==> config.mk <==
export PLATFORM = sky130hd
export DESIGN_NAME = dds_sweep_ctrl
export DESIGN_NICKNAME = d
export VERILOG_FILES = /design/src/rtl/dds_sweep_ctrl.sv
export SDC_FILE = /design/constraint.sdc
export NUM_CORES = 1
export LEC_CHECK = 0
export BUFFER_PORTS_ARGS = -buffer_cell sky130_fd_sc_hd__buf_2
export CORE_UTILIZATION = 55
export CTS_CLUSTER_SIZE = 14
export DETAILED_ROUTE_END_ITERATION = 10
export PLACE_DENSITY = 0.87
export SLEW_MARGIN = 20
export SYNTH_ARGS = -nofsm -noshare
export SYNTH_HDL_FRONTEND = slang
export SYNTH_SLANG_ARGS = --single-unit
==> constraint.sdc <==
create_clock -name clk -period 3.89 [get_ports clk]
set_input_delay 0.778 -clock clk [delete_from_list [all_inputs] [get_ports clk]]
set_output_delay 0.778 -clock clk [all_outputs]
set_load 0.02 [all_outputs]
==> src/rtl/dds_sweep_ctrl.sv <==
// dds_sweep_ctrl: linear frequency-sweep controller feeding the DDS phase accumulator.
// Steps phinc from f_start to f_stop with a programmable dwell, as a single
// up-sweep or a continuous triangle.
// Optional build macro SWEEP_MUTE_EN: forces phinc to 0 whenever the controller is idle.
module dds_sweep_ctrl #(
  parameter int unsigned DWELL_W = 16
) (
  input  logic               clk,
  input  logic               clrn,
  input  logic               start,
  input  logic               stop,
  input  logic               mode,
  input  logic [7:0]         f_start,
  input  logic [7:0]         f_stop,
  input  logic [7:0]         step,
  input  logic [DWELL_W-1:0] dwell,
  output logic [7:0]         phinc,
  output logic               busy,
  output logic               dir,
  output logic               done
);

  typedef enum logic [1:0] {IDLE, UP, DOWN} state_t;

  state_t             state, state_n;
  logic [7:0]         phinc_n;
  logic               busy_n, dir_n, done_n;
  logic [DWELL_W-1:0] cnt, cnt_n;

  // configuration captured on the accepted start
  logic [7:0]         cfg_start, cfg_start_n;
  logic [7:0]         cfg_stop, cfg_stop_n;
  logic [7:0]         cfg_step, cfg_step_n;
  logic [DWELL_W-1:0] cfg_dm1, cfg_dm1_n;
  logic               cfg_mode, cfg_mode_n;

  // derived values for the next step in either direction
  logic [7:0]         in_step;
  logic [DWELL_W-1:0] in_dm1;
  logic [8:0]         sum, diff;
  logic [7:0]         up_val, dn_val;
  logic               expired, at_top, at_bot, degen;

  assign in_step = (step == 8'd0) ? 8'd1 : step;
  assign in_dm1  = (dwell == '0) ? '0 : dwell - DWELL_W'(1);
  assign sum     = {1'b0, phinc} + {1'b0, cfg_step};
  assign diff    = {1'b0, phinc} - {1'b0, cfg_step};
  assign up_val  = (sum[8] || (sum[7:0] >= cfg_stop)) ? cfg_stop : sum[7:0];
  assign dn_val  = (diff[8] || (diff[7:0] <= cfg_start)) ? cfg_start : diff[7:0];
  assign expired = (cnt == '0);
  // at_top uses >= so an empty range (f_stop <= f_start) counts as already at the top
  assign at_top  = (phinc >= cfg_stop);
  assign at_bot  = (phinc <= cfg_start);
  assign degen   = (cfg_stop <= cfg_start);

  // state, output and configuration registers
  always_ff @(posedge clk or negedge clrn) begin
    if (!clrn) begin
      state     <= IDLE;
      phinc     <= '0;
      busy      <= 1'b0;
      dir       <= 1'b1;
      done      <= 1'b0;
      cnt       <= '0;
      cfg_start <= '0;
      cfg_stop  <= '0;
      cfg_step  <= 8'd1;
      cfg_dm1   <= '0;
      cfg_mode  <= 1'b0;
    end else begin
      state     <= state_n;
      phinc     <= phinc_n;
      busy      <= busy_n;
      dir       <= dir_n;
      done      <= done_n;
      cnt       <= cnt_n;
      cfg_start <= cfg_start_n;
      cfg_stop  <= cfg_stop_n;
      cfg_step  <= cfg_step_n;
      cfg_dm1   <= cfg_dm1_n;
      cfg_mode  <= cfg_mode_n;
    end
  end

  // next-state logic: dwell countdown, stepping with clamps, turnarounds and abort
  always_comb begin
    state_n     = state;
    phinc_n     = phinc;
    busy_n      = busy;
    dir_n       = dir;
    done_n      = 1'b0;
    cnt_n       = cnt;
    cfg_start_n = cfg_start;
    cfg_stop_n  = cfg_stop;
    cfg_step_n  = cfg_step;
    cfg_dm1_n   = cfg_dm1;
    cfg_mode_n  = cfg_mode;

    if (stop) begin
      state_n = IDLE;
      busy_n  = 1'b0;
      dir_n   = 1'b1;
      cnt_n   = '0;
    end else begin
      case (state)
        IDLE: begin
          if (start) begin
            cfg_start_n = f_start;
            cfg_stop_n  = f_stop;
            cfg_step_n  = in_step;
            cfg_dm1_n   = in_dm1;
            cfg_mode_n  = mode;
            phinc_n     = f_start;
            cnt_n       = in_dm1;
            busy_n      = 1'b1;
            dir_n       = 1'b1;
            state_n     = UP;
          end
        end
        UP: begin
          if (expired) begin
            cnt_n = cfg_dm1;
            if (at_top) begin
              if (!cfg_mode) begin
                done_n  = 1'b1;
                busy_n  = 1'b0;
                dir_n   = 1'b1;
                state_n = IDLE;
              end else if (!degen) begin
                // turn around on this edge so the top value is not dwelt twice
                dir_n   = 1'b0;
                state_n = DOWN;
                phinc_n = dn_val;
              end
            end else begin
              phinc_n = up_val;
            end
          end else begin
            cnt_n = cnt - DWELL_W'(1);
          end
        end
        DOWN: begin
          if (expired) begin
            cnt_n = cfg_dm1;
            if (at_bot) begin
              dir_n   = 1'b1;
              state_n = UP;
              phinc_n = up_val;
            end else begin
              phinc_n = dn_val;
            end
          end else begin
            cnt_n = cnt - DWELL_W'(1);
          end
        end
        default: begin
          state_n = IDLE;
          busy_n  = 1'b0;
          dir_n   = 1'b1;
        end
      endcase
    end

`ifdef SWEEP_MUTE_EN
    if (state_n == IDLE) phinc_n = '0;
`endif
  end

endmodule

==> metrics.md, run 1 <==
| Metric | Value |
|---|---|
| Yosys warning count | 0 |
| Top Family by Delay on Critical Path | compound AO/OA/AOI/OAI gates |
| Starting density of the core | 57.2% |
| Status | finished with violations |
| CP required | 4.15 ns |
| Diodes inserted | 0 |
| Syn Std Cell Area | 5610 um2 |
| Num ports | 56 |
| Share of cells above drive strength 1 | 22.2% |
| Main flop type after synthesis | dfrtp_1 |
| Final setup viols | 1 |
| Placement Setup Slack | -0.0950 ns |
| Library cells used by synthesis | 67 |
| Cell count after synthesis | 619 |
| GRT Residual Overflow | 0 |
| Max incr delay on CP | 0.56 ns |
| CTS tree | done |
| CORE AREA | 9820 um2 |
| Sequential share of the synthesized area | 31.3% |
| Worst path depth | 16 |
| Clock sinks | 70 |
| Commonest non-fill, non-tap cells in the layout | 68 x dfrtp_1, 63 x ha_1, 55 x buf_2 |
| Htree depth | 3 |
| Port bufs | 55 |
| Clock Pin Slew Worst Setup and Hold Paths | 0.08 ns |
| Routability congestion estimate | 0.958 |
| Critical path type | reg2reg |
| Reg2Reg Depth | 16 |
| RSZ-0062 raised after global routing | yes |
| Worst Skew | 0.0131 ns |
| Final Net Count | 802 |
| Total Routing Usage GR | 29.0% |
| Crit path time final | 3.90 ns |
| Vias in the first global route | 5,036 |
| Post-route setup slack | -0.00889 ns |
| First-pass GRT wire length | 23,400 um |
| Fin. max-slew vios | 0 |
| Relative slew slack | 41.2% |
| WL per Instance | 17.6 um |
| Largest net degree at the start of global routing | 43 |
| Die area | 10,600 um2 |
| Drt total wl | 14,600 um |
| Hpwl dp | 10,700 um |
| Worst Setup Start Kind | flop |
| Async S/R FF share, synth | 100% |
| Routed Antenna Nets | 0 |
| Post-synthesis average cell area | 9.07 um2 |
| Crit share post-route | 100% |
| Failing checks | negative setup slack |
| Slew @ Worst Pin | 0.879 ns |
| Critical-path cell list | ha_4 > inv_2 > fa_2 > o21bai_1 > a21oi_2 > o31ai_4 > xnor2_2 > ha_1 > a21oi_1 > nand2_1 > a2111o_1 > a211oi_4 > buf_4 > mux2i_2 > o221ai_1 > a31o_2 |
| Layout area overhead | 15.4% |
| Slowest CP cell | dfstp_2 |
| Post-synth EDFFs | 0 |
| Endpoint class of the critical path | flop |
| CP max FO | 4 |
| Syn Nets | 730 |
| Yosys reg bits | 70 |
| Worst hold slack | 0.367 ns |
| Final hold vios | 0 |
| Most common cell after layout, fill and taps aside | dfrtp_1 |
| CTS max path bufs | 2 |
| Antenna violations before repair | 0 |
| Fmax | 0.256 GHz |
| Setup TNS | -0.00889 ns |
| Vias per cell | 6.06 |
| DRT iter0 DRCs | 254 |
| # DRC | 0 |
| TritonRoute pass-1 iters | 5 |
| WP data arrival | 4.16 ns |
| Worst min path class | in2async |
| Buf+Inv Stages, Crit Path | 2 |
| Total CTS buffers | 9 |
| CTS Root Cell | clkbuf_8 |
| Row count | 36 |
| Hold Buf Count CTS | 0 |
| Clock latency on the worst-skew pair | 0.36 ns |
| Die X | 103 um |
| Routed via count | 5,019 |
| Max-cap viol count | 0 |
| Die H | 103 um |
[cells in the mapped netlist (all sizes together), types with 3 or more instances]
| cell | count | area [um2] |
|---|---|---|
| o21ai | 35 | 175 |
| o31ai | 11 | 82.6 |
| nand3 | 5 | 25.0 |
| nand4 | 7 | 43.8 |
| buf | 6 | 27.5 |
| mux2i | 18 | 180 |
| nand2b | 6 | 37.5 |
| nor3 | 18 | 101 |
| mux2 | 25 | 282 |
| nand3b | 4 | 30.0 |
| a21oi | 32 | 160 |
| a21o | 4 | 30.0 |
| clkbuf | 21 | 78.8 |
| o22a | 4 | 35.0 |
| nor2b | 12 | 75.1 |
| inv | 43 | 161 |
| a32oi | 3 | 26.3 |
| ha | 64 | 801 |
| o31a | 5 | 43.8 |
| nand2 | 54 | 203 |
| xor2 | 16 | 140 |
| a31oi | 6 | 43.8 |
| or2 | 4 | 25.0 |
| o211ai | 12 | 90.1 |
| and2 | 5 | 31.3 |
| dfrtp | 68 | 1700 |
| nor2 | 46 | 173 |
| or3 | 7 | 43.8 |
| or4 | 3 | 26.3 |
| nor4 | 4 | 40.0 |
| a22o | 10 | 87.6 |
| a221oi | 6 | 52.6 |
| xnor2 | 21 | 184 |
[layout make-up]
cell class	instances	area (um2)
sequential	70	1750
fill	814	3340
multi-input combinational	479	3640
tap	133	166
clock buffer	11	151
timing repair buffer	88	527
inverter	43	161
clock inverter	4	70.1
[metal layers]
| layer | track usage, % | share of wire [%] | vias up |
|---|---|---|---|
| met4 | 13.7 | 2.7 | 0 |
| met1 | 33.6 | 41 | 2415 |
| met2 | 51.5 | 50 | 202 |
| met5 | 0 | 0 | - |
| met3 | 5.69 | 6.5 | 40 |
| li1 | - | - | 2362 |
[logic make-up (layout without fill, tap and decap cells)]
group | after synthesis | in the layout | share of synthesized area, %
compound gates | 149 | 149 | 18.2
xor+xnor | 37 | 37 | 5.77
fa+ha+maj | 66 | 66 | 15.0
buf+inv | 70 | 146 | 4.77
flops | 70 | 70 | 31.3
mux | 43 | 43 | 8.23
simple gates | 184 | 184 | 16.8
[registers in the layout (all words and copies together) (netlist names)]
name       cells
cfg_start      8
state          2
cfg_stop       8
cnt           16
cfg_dm1       16
busy           1
done           1
dir            1
cfg_step       8
cfg_mode       1
phinc          8
[per-stage QoR]
| step | std cells | instance area [um2] | util, % |
|---|---|---|---|
| floorplan | 619 | 5630 | - |
| global placement | 800 | 6110 | 62.2 |
| detailed placement | 800 | 6110 | 62.2 |
| CTS | 821 | 6400 | 65.2 |
| global route | 828 | 6470 | 65.9 |
| finish | 828 | 6470 | 65.9 |
[path summary, 6_finish.rpt]
kind | from | to | slack, ns
worst min register to register | cfg_dm1[2]$_DFFE_PN0P_ | cfg_dm1[2]$_DFFE_PN0P_ | 0.48
worst min-delay path | clrn | cfg_stop[3]$_DFFE_PN0P_ | 0.37
worst max register to register | cfg_step[0]$_DFFE_PN1P_ | phinc[0]$_DFFE_PN0P_ | -0.009
min in group clk | cfg_dm1[2]$_DFFE_PN0P_ | cfg_dm1[2]$_DFFE_PN0P_ | 0.48
max in group asynchronous | clrn | cfg_start[5]$_DFFE_PN0P_ | 2.73
worst max-delay path | cfg_step[0]$_DFFE_PN1P_ | phinc[0]$_DFFE_PN0P_ | -0.009
[what timing repair did]
action | in CTS | in global routing
pin swaps | 8 | 5
endpoints found under the setup margin | 6 | 7
endpoints found under the hold margin | 0 | 0
buffers inserted | 6 | 7
resized for setup | 5 | 4
Power of run 1 is left out: the tool's default activity adds up to more than one toggle a clock period on the data nets, which glitch-free logic cannot reach.
==> run 2: changes to the inputs <==
--- a/config.mk
+++ b/config.mk
@@ -9,6 +9,7 @@
 export CORE_UTILIZATION = 55
 export CTS_CLUSTER_SIZE = 14
 export DETAILED_ROUTE_END_ITERATION = 10
+export GPL_TIMING_DRIVEN = 0
 export PLACE_DENSITY = 0.87
 export SLEW_MARGIN = 20
 export SYNTH_ARGS = -nofsm -noshare
==> constraint.sdc (replaced) <==
create_clock -name clk -period 3.89 [get_ports clk]
set_input_delay 0.778 -clock clk [delete_from_list [all_inputs] [get_ports clk]]
set_output_delay 0.778 -clock clk [all_outputs]
set_load 0.05 [all_outputs]
==> metrics.md, run 2 (synthesis results as in run 1) <==
| Metric | Value |
|---|---|
| Final setup viols | 5 |
| Antenna violations before repair | 0 |
| Critical-path cell list | ha_4 > inv_2 > fa_2 > o21bai_1 > a21oi_2 > o31ai_4 > xnor2_2 > ha_4 > a21oi_2 > nand2_1 > a2111o_1 > a211oi_4 > buf_12 > mux2i_1 > o221ai_1 > a31o_2 |
| Status | finished with violations |
| Slew @ Worst Pin | 0.885 ns |
| CP required | 4.14 ns |
| Worst min path class | in2async |
| Fmax | 0.254 GHz |
| # DRC | 0 |
| Placement Setup Slack | -0.334 ns |
| DRT iter0 DRCs | 301 |
| WL per Instance | 18.4 um |
| Total CTS buffers | 9 |
| Slowest CP cell | dfstp_2 |
| Worst Skew | 0.0110 ns |
| Crit path time final | 3.94 ns |
| Starting density of the core | 57.2% |
| Final hold vios | 0 |
| Clock Pin Slew Worst Setup and Hold Paths | 0.08 ns |
| Die area | 10,600 um2 |
| Max-cap viol count | 0 |
| Worst Setup Start Kind | flop |
| Hold Buf Count CTS | 0 |
| Top Family by Delay on Critical Path | compound AO/OA/AOI/OAI gates |
| Num ports | 56 |
| RSZ-0062 raised after global routing | yes |
| Htree depth | 3 |
| CP max FO | 7 |
| Buf+Inv Stages, Crit Path | 2 |
| Vias in the first global route | 5,163 |
| Crit share post-route | 101% |
| Total Routing Usage GR | 30.4% |
| Failing checks | negative setup slack |
| TritonRoute pass-1 iters | 5 |
| Share of cells above drive strength 1 | 20.7% |
| Reg2Reg Depth | 16 |
| RR Startpoint | cfg_step[0]$_DFFE_PN1P_ |
| CORE AREA | 9820 um2 |
| GRT Residual Overflow | 0 |
| CTS max path bufs | 2 |
| First-pass GRT wire length | 24,200 um |
| Clock latency on the worst-skew pair | 0.36 ns |
| Max incr delay on CP | 0.60 ns |
| Die X | 103 um |
| Commonest non-fill, non-tap cells in the layout | 64 x dfrtp_1, 61 x ha_1, 54 x nand2_1, 54 x buf_2, 46 x nor2_1 |
| Biggest regs | cfg_dm1 x16, cnt x16 |
| Clock sinks | 70 |
| Critical path type | reg2reg |
| Row count | 36 |
| CTS Root Cell | clkbuf_8 |
| Die H | 103 um |
| WP data arrival | 4.20 ns |
| Fin. max-slew vios | 0 |
| Post-route setup slack | -0.0533 ns |
| Routed Antenna Nets | 0 |
| Setup TNS | -0.156 ns |
| Drt total wl | 15,300 um |
| Endpoint class of the critical path | flop |
| Layout area overhead | 15.0% |
| Largest net degree at the start of global routing | 46 |
| RR Endpoint | phinc[0]$_DFFE_PN0P_ |
| Routed via count | 5,041 |
| Final Net Count | 806 |
| R2R Setup Slk | -0.05 ns |
| CTS tree | done |
| Relative slew slack | 41.0% |
| Hpwl dp | 11,600 um |
| Routability congestion estimate | 0.928 |
| Most common cell after layout, fill and taps aside | dfrtp_1 |
| Diodes inserted | 0 |
| Port bufs | 54 |
| Vias per cell | 6.05 |
[run 2: cell count changes in the layout (fill, tap and decap cells not counted), moves of 2 or more]
cell	delta
bufinv_16	-2
clkbuf_8	-2
buf_4	-19
a221oi_1	-4
clkbuf_1	+21
buf_1	+4
buf_12	+3
dfrtp_1	-4
ha_1	-2
a221oi_2	+4
dfrtp_2	+4
[run 2: layout make-up]
cell class	instances	area, um2
Clock inverter	4	23.8
Clock buffer	12	135
Buffer	24	95.1
Multi-Input combinational cell	479	3700
Inverter	43	161
Timing Repair Buffer	68	415
Fill cell	829	3360
Sequential cell	70	1760
Tap cell	133	166
[run 2: worst max path at each step]
stage	start	to	cells after the start
global route	cfg_step[0]$_DFFE_PN1P_	phinc[0]$_DFFE_PN0P_	16
finish	cfg_step[0]$_DFFE_PN1P_	phinc[0]$_DFFE_PN0P_	16
detailed placement	cfg_step[0]$_DFFE_PN1P_	phinc[0]$_DFFE_PN0P_	15
global placement	cfg_step[0]$_DFFE_PN1P_	phinc[0]$_DFFE_PN0P_	15
floorplan	phinc[0]$_DFFE_PN0P_	phinc[0]$_DFFE_PN0P_	15
CTS	cfg_step[0]$_DFFE_PN1P_	phinc[0]$_DFFE_PN0P_	16
[run 2: through the flow]
step / std cells / hold WS, ns / utilization [%] / cell area (um2)
final: 833 / 0.326 / 65.7 / 6450
after global routing: 833 / 0.335 / 65.7 / 6450
after CTS: 826 / 0.329 / 64.4 / 6320
after detailed placement: 807 / 0.469 / 62.3 / 6110
after global placement: 806 / 0.456 / 62.0 / 6090
after floorplan: 619 / 0.443 / - / 5660
[run 2: per-layer routing]
layer | GRT usage, % | share of wire (%)
met1 | 33.6 | 40
met2 | 55.5 | 51
met3 | 5.42 | 5.0
met4 | 15.8 | 3.8
met5 | 0 | 0
[run 2: worst reg2reg max path, stage by stage, from the launching register on]
cell and delay (ns):
dfstp_2 0.60, ha_4 0.15, inv_2 0.04, fa_2 0.38, o21bai_1 0.17, a21oi_2 0.11, o31ai_4 0.29, xnor2_2 0.17
ha_4 0.24, a21oi_2 0.12, nand2_1 0.06, a2111o_1 0.48, a211oi_4 0.27, buf_12 0.16, mux2i_1 0.18, o221ai_1 0.11
a31o_2 0.30
[run 2: repair_timing]
item                       CTS  global route
buffers inserted             4             9
pin swaps                    2            16
gates resized for setup      1            11
setup endpoints to repair    8             8
Power of run 2 is left out for the same reason.
==> run 3: changes to the inputs <==
--- a/config.mk
+++ b/config.mk
@@ -10,7 +10,7 @@
 export CTS_CLUSTER_SIZE = 14
 export DETAILED_ROUTE_END_ITERATION = 10
 export GPL_TIMING_DRIVEN = 0
-export PLACE_DENSITY = 0.87
+export PLACE_DENSITY_LB_ADDON = 0.05
 export SLEW_MARGIN = 20
 export SYNTH_ARGS = -nofsm -noshare
 export SYNTH_HDL_FRONTEND = slang
==> metrics.md, run 3 (synthesis results as in run 1) <==
| Metric | Value |
|---|---|
| Status | completed |
| Crit path time final | 3.87 ns |
| CTS Root Cell | clkbuf_8 |
| WL per Instance | 18.3 um |
| Clock latency on the worst-skew pair | 0.36 ns |
| Endpoint class of the critical path | flop |
| Vias per cell | 5.96 |
| Vias in the first global route | 4,721 |
| Worst hold slack | 0.291 ns |
| FF+latch area | 1760 um2 |
| Clock Pin Slew Worst Setup and Hold Paths | 0.09 ns |
| CORE AREA | 9820 um2 |
| TritonRoute pass-1 iters | 5 |
| Final hold vios | 0 |
| Row count | 36 |
| Worst Setup Start Kind | flop |
| Worst Skew | 0.0112 ns |
| First-pass GRT wire length | 24,000 um |
| Final Net Count | 796 |
| Total Routing Usage GR | 30.3% |
| Fin. max-slew vios | 0 |
| Die area | 10,600 um2 |
| Max incr delay on CP | 0.57 ns |
| Multi-input combinational cell area | 3670 um2 |
| GRT Residual Overflow | 0 |
| GR peak layer | met2 |
| Most frequent cell on the critical path | a21oi_2 |
| Layout Cells excl Fill | 823 |
| Hold Buf Count CTS | 0 |
| Worst min path class | in2async |
| Critical-path cell list | ha_4 > inv_2 > fa_2 > o21bai_1 > a21oi_2 > o31ai_4 > xnor2_2 > ha_1 > a21oi_2 > nand2_1 > a2111o_1 > a211oi_4 > buf_12 > mux2i_1 > o221ai_1 > a31o_2 |
| Htree depth | 3 |
| Relative slew slack | 51.2% |
| Hpwl dp | 11,800 um |
| Crit share post-route | 99.5% |
| # DRC | 0 |
| CP max FO | 8 |
| Layout area overhead | 14.2% |
| Die H | 103 um |
| Biggest regs | cfg_dm1 x16, cnt x16 |
| Fin area | 6410 um2 |
| Routed via count | 4,904 |
| Routability congestion estimate | 0.920 |
| Grt met2 use | 45.9% |
| Reg2Reg Depth | 16 |
| Filler cells | 873 |
| Slew @ Worst Pin | 0.732 ns |
| Most common cell after layout, fill and taps aside | dfrtp_1 |
| Num ports | 56 |
| Diodes inserted | 0 |
| Fmax | 0.258 GHz |
| Final setup viols | 0 |
| Placed Area | 6120 um2 |
| Met3 Usage GRT | 5.83% |
| CP required | 4.14 ns |
| RSZ-0062 raised after global routing | yes |
| CTS tree | done |
| Max-cap viol count | 0 |
| Clock sinks | 70 |
| Share of cells above drive strength 1 | 19.6% |
| WP data arrival | 4.12 ns |
| Total CTS buffers | 9 |
| GR Layer Usage met1 | 43.5% |
| Die X | 103 um |
| Commonest non-fill, non-tap cells in the layout | 64 x dfrtp_1, 61 x ha_1, 54 x nand2_1, 54 x buf_2, 46 x nor2_1 |
| CTS max path bufs | 2 |
| Starting density of the core | 57.2% |
| Port bufs | 54 |
| Routed Antenna Nets | 0 |
| Cell count after placement | 807 |
| Critical path type | reg2reg |
| Slowest CP cell | dfstp_2 |
| Antenna violations before repair | 0 |
| Largest net degree at the start of global routing | 52 |
| DRT iter0 DRCs | 300 |
| Drt total wl | 15,100 um |
| Util after Layout | 65.3% |
run 3: cell count changes in the layout (fill, tap and decap cells not counted), moves of 3 or more:
cell | before | now
clkbuf_1 | 21 | 18
a221oi_2 | 4 | 1
a221oi_1 | 2 | 5
buf_4 | 13 | 5
run 3: per-layer routing:
| layer | part of all wire (%) | wire [um] | vias to the layer above |
|---|---|---|---|
| met4 | 1.6 | 235 | 0 |
| met2 | 44 | 6590 | 172 |
| met3 | 6.5 | 987 | 19 |
| met5 | 0 | 0 | - |
| met1 | 48 | 7280 | 2366 |
| li1 | - | - | 2347 |
run 3: path summary, 6_finish.rpt:
path,end,slack [ns],start
setup / recovery,phinc[0]$_DFFE_PN0P_,0.02,cfg_step[0]$_DFFE_PN1P_
hold / removal,cfg_stop[7]$_DFFE_PN0P_,0.29,clrn
setup reg to reg,phinc[0]$_DFFE_PN0P_,0.02,cfg_step[0]$_DFFE_PN1P_
hold reg to reg,cfg_dm1[0]$_DFFE_PN0P_,0.48,cfg_dm1[0]$_DFFE_PN0P_
max in group asynchronous,cfg_step[0]$_DFFE_PN1P_,2.97,clrn
min in group clk,cfg_dm1[0]$_DFFE_PN0P_,0.48,cfg_dm1[0]$_DFFE_PN0P_
run 3: critical path: cells and delay by family (launching register included):
kind / cells / cell delay [ns]
simple gates: 1 / 0.07
fa+ha+maj: 3 / 0.85
compound gates: 8 / 1.73
mux: 1 / 0.18
buf+inv: 2 / 0.22
flops: 1 / 0.57
xor+xnor: 1 / 0.13
run 3: cell type report:
| class | instances | area share (%) |
|---|---|---|
| multi-input cells | 479 | 57.2 |
| flip-flops and latches | 70 | 27.4 |
| repair buffers | 59 | 5.35 |
| well taps | 133 | 2.60 |
| inverters | 43 | 2.52 |
| clock buffers | 11 | 2.20 |
| plain buffers | 23 | 1.42 |
| clock inverters | 5 | 1.27 |
run 3: repair_timing:
| action | in CTS | in global routing |
|---|---|---|
| gates resized for setup | 3 | 6 |
| setup buffers | 2 | 2 |
| endpoints found under the hold margin | 0 | 0 |
| pin swaps | 3 | 2 |
| endpoints found under the setup margin | 8 | 7 |
run 3: through the flow:
stage,setup slack [ns],setup TNS [ns]
6_report,0.0199,0
3_3_place_gp,-0.308,-1.58
5_1_grt,-0.124,-0.259
2_1_floorplan,0.0293,0
4_1_cts,0.0274,0
3_5_place_dp,-0.373,-1.96
Power of run 3 is left out for the same reason.
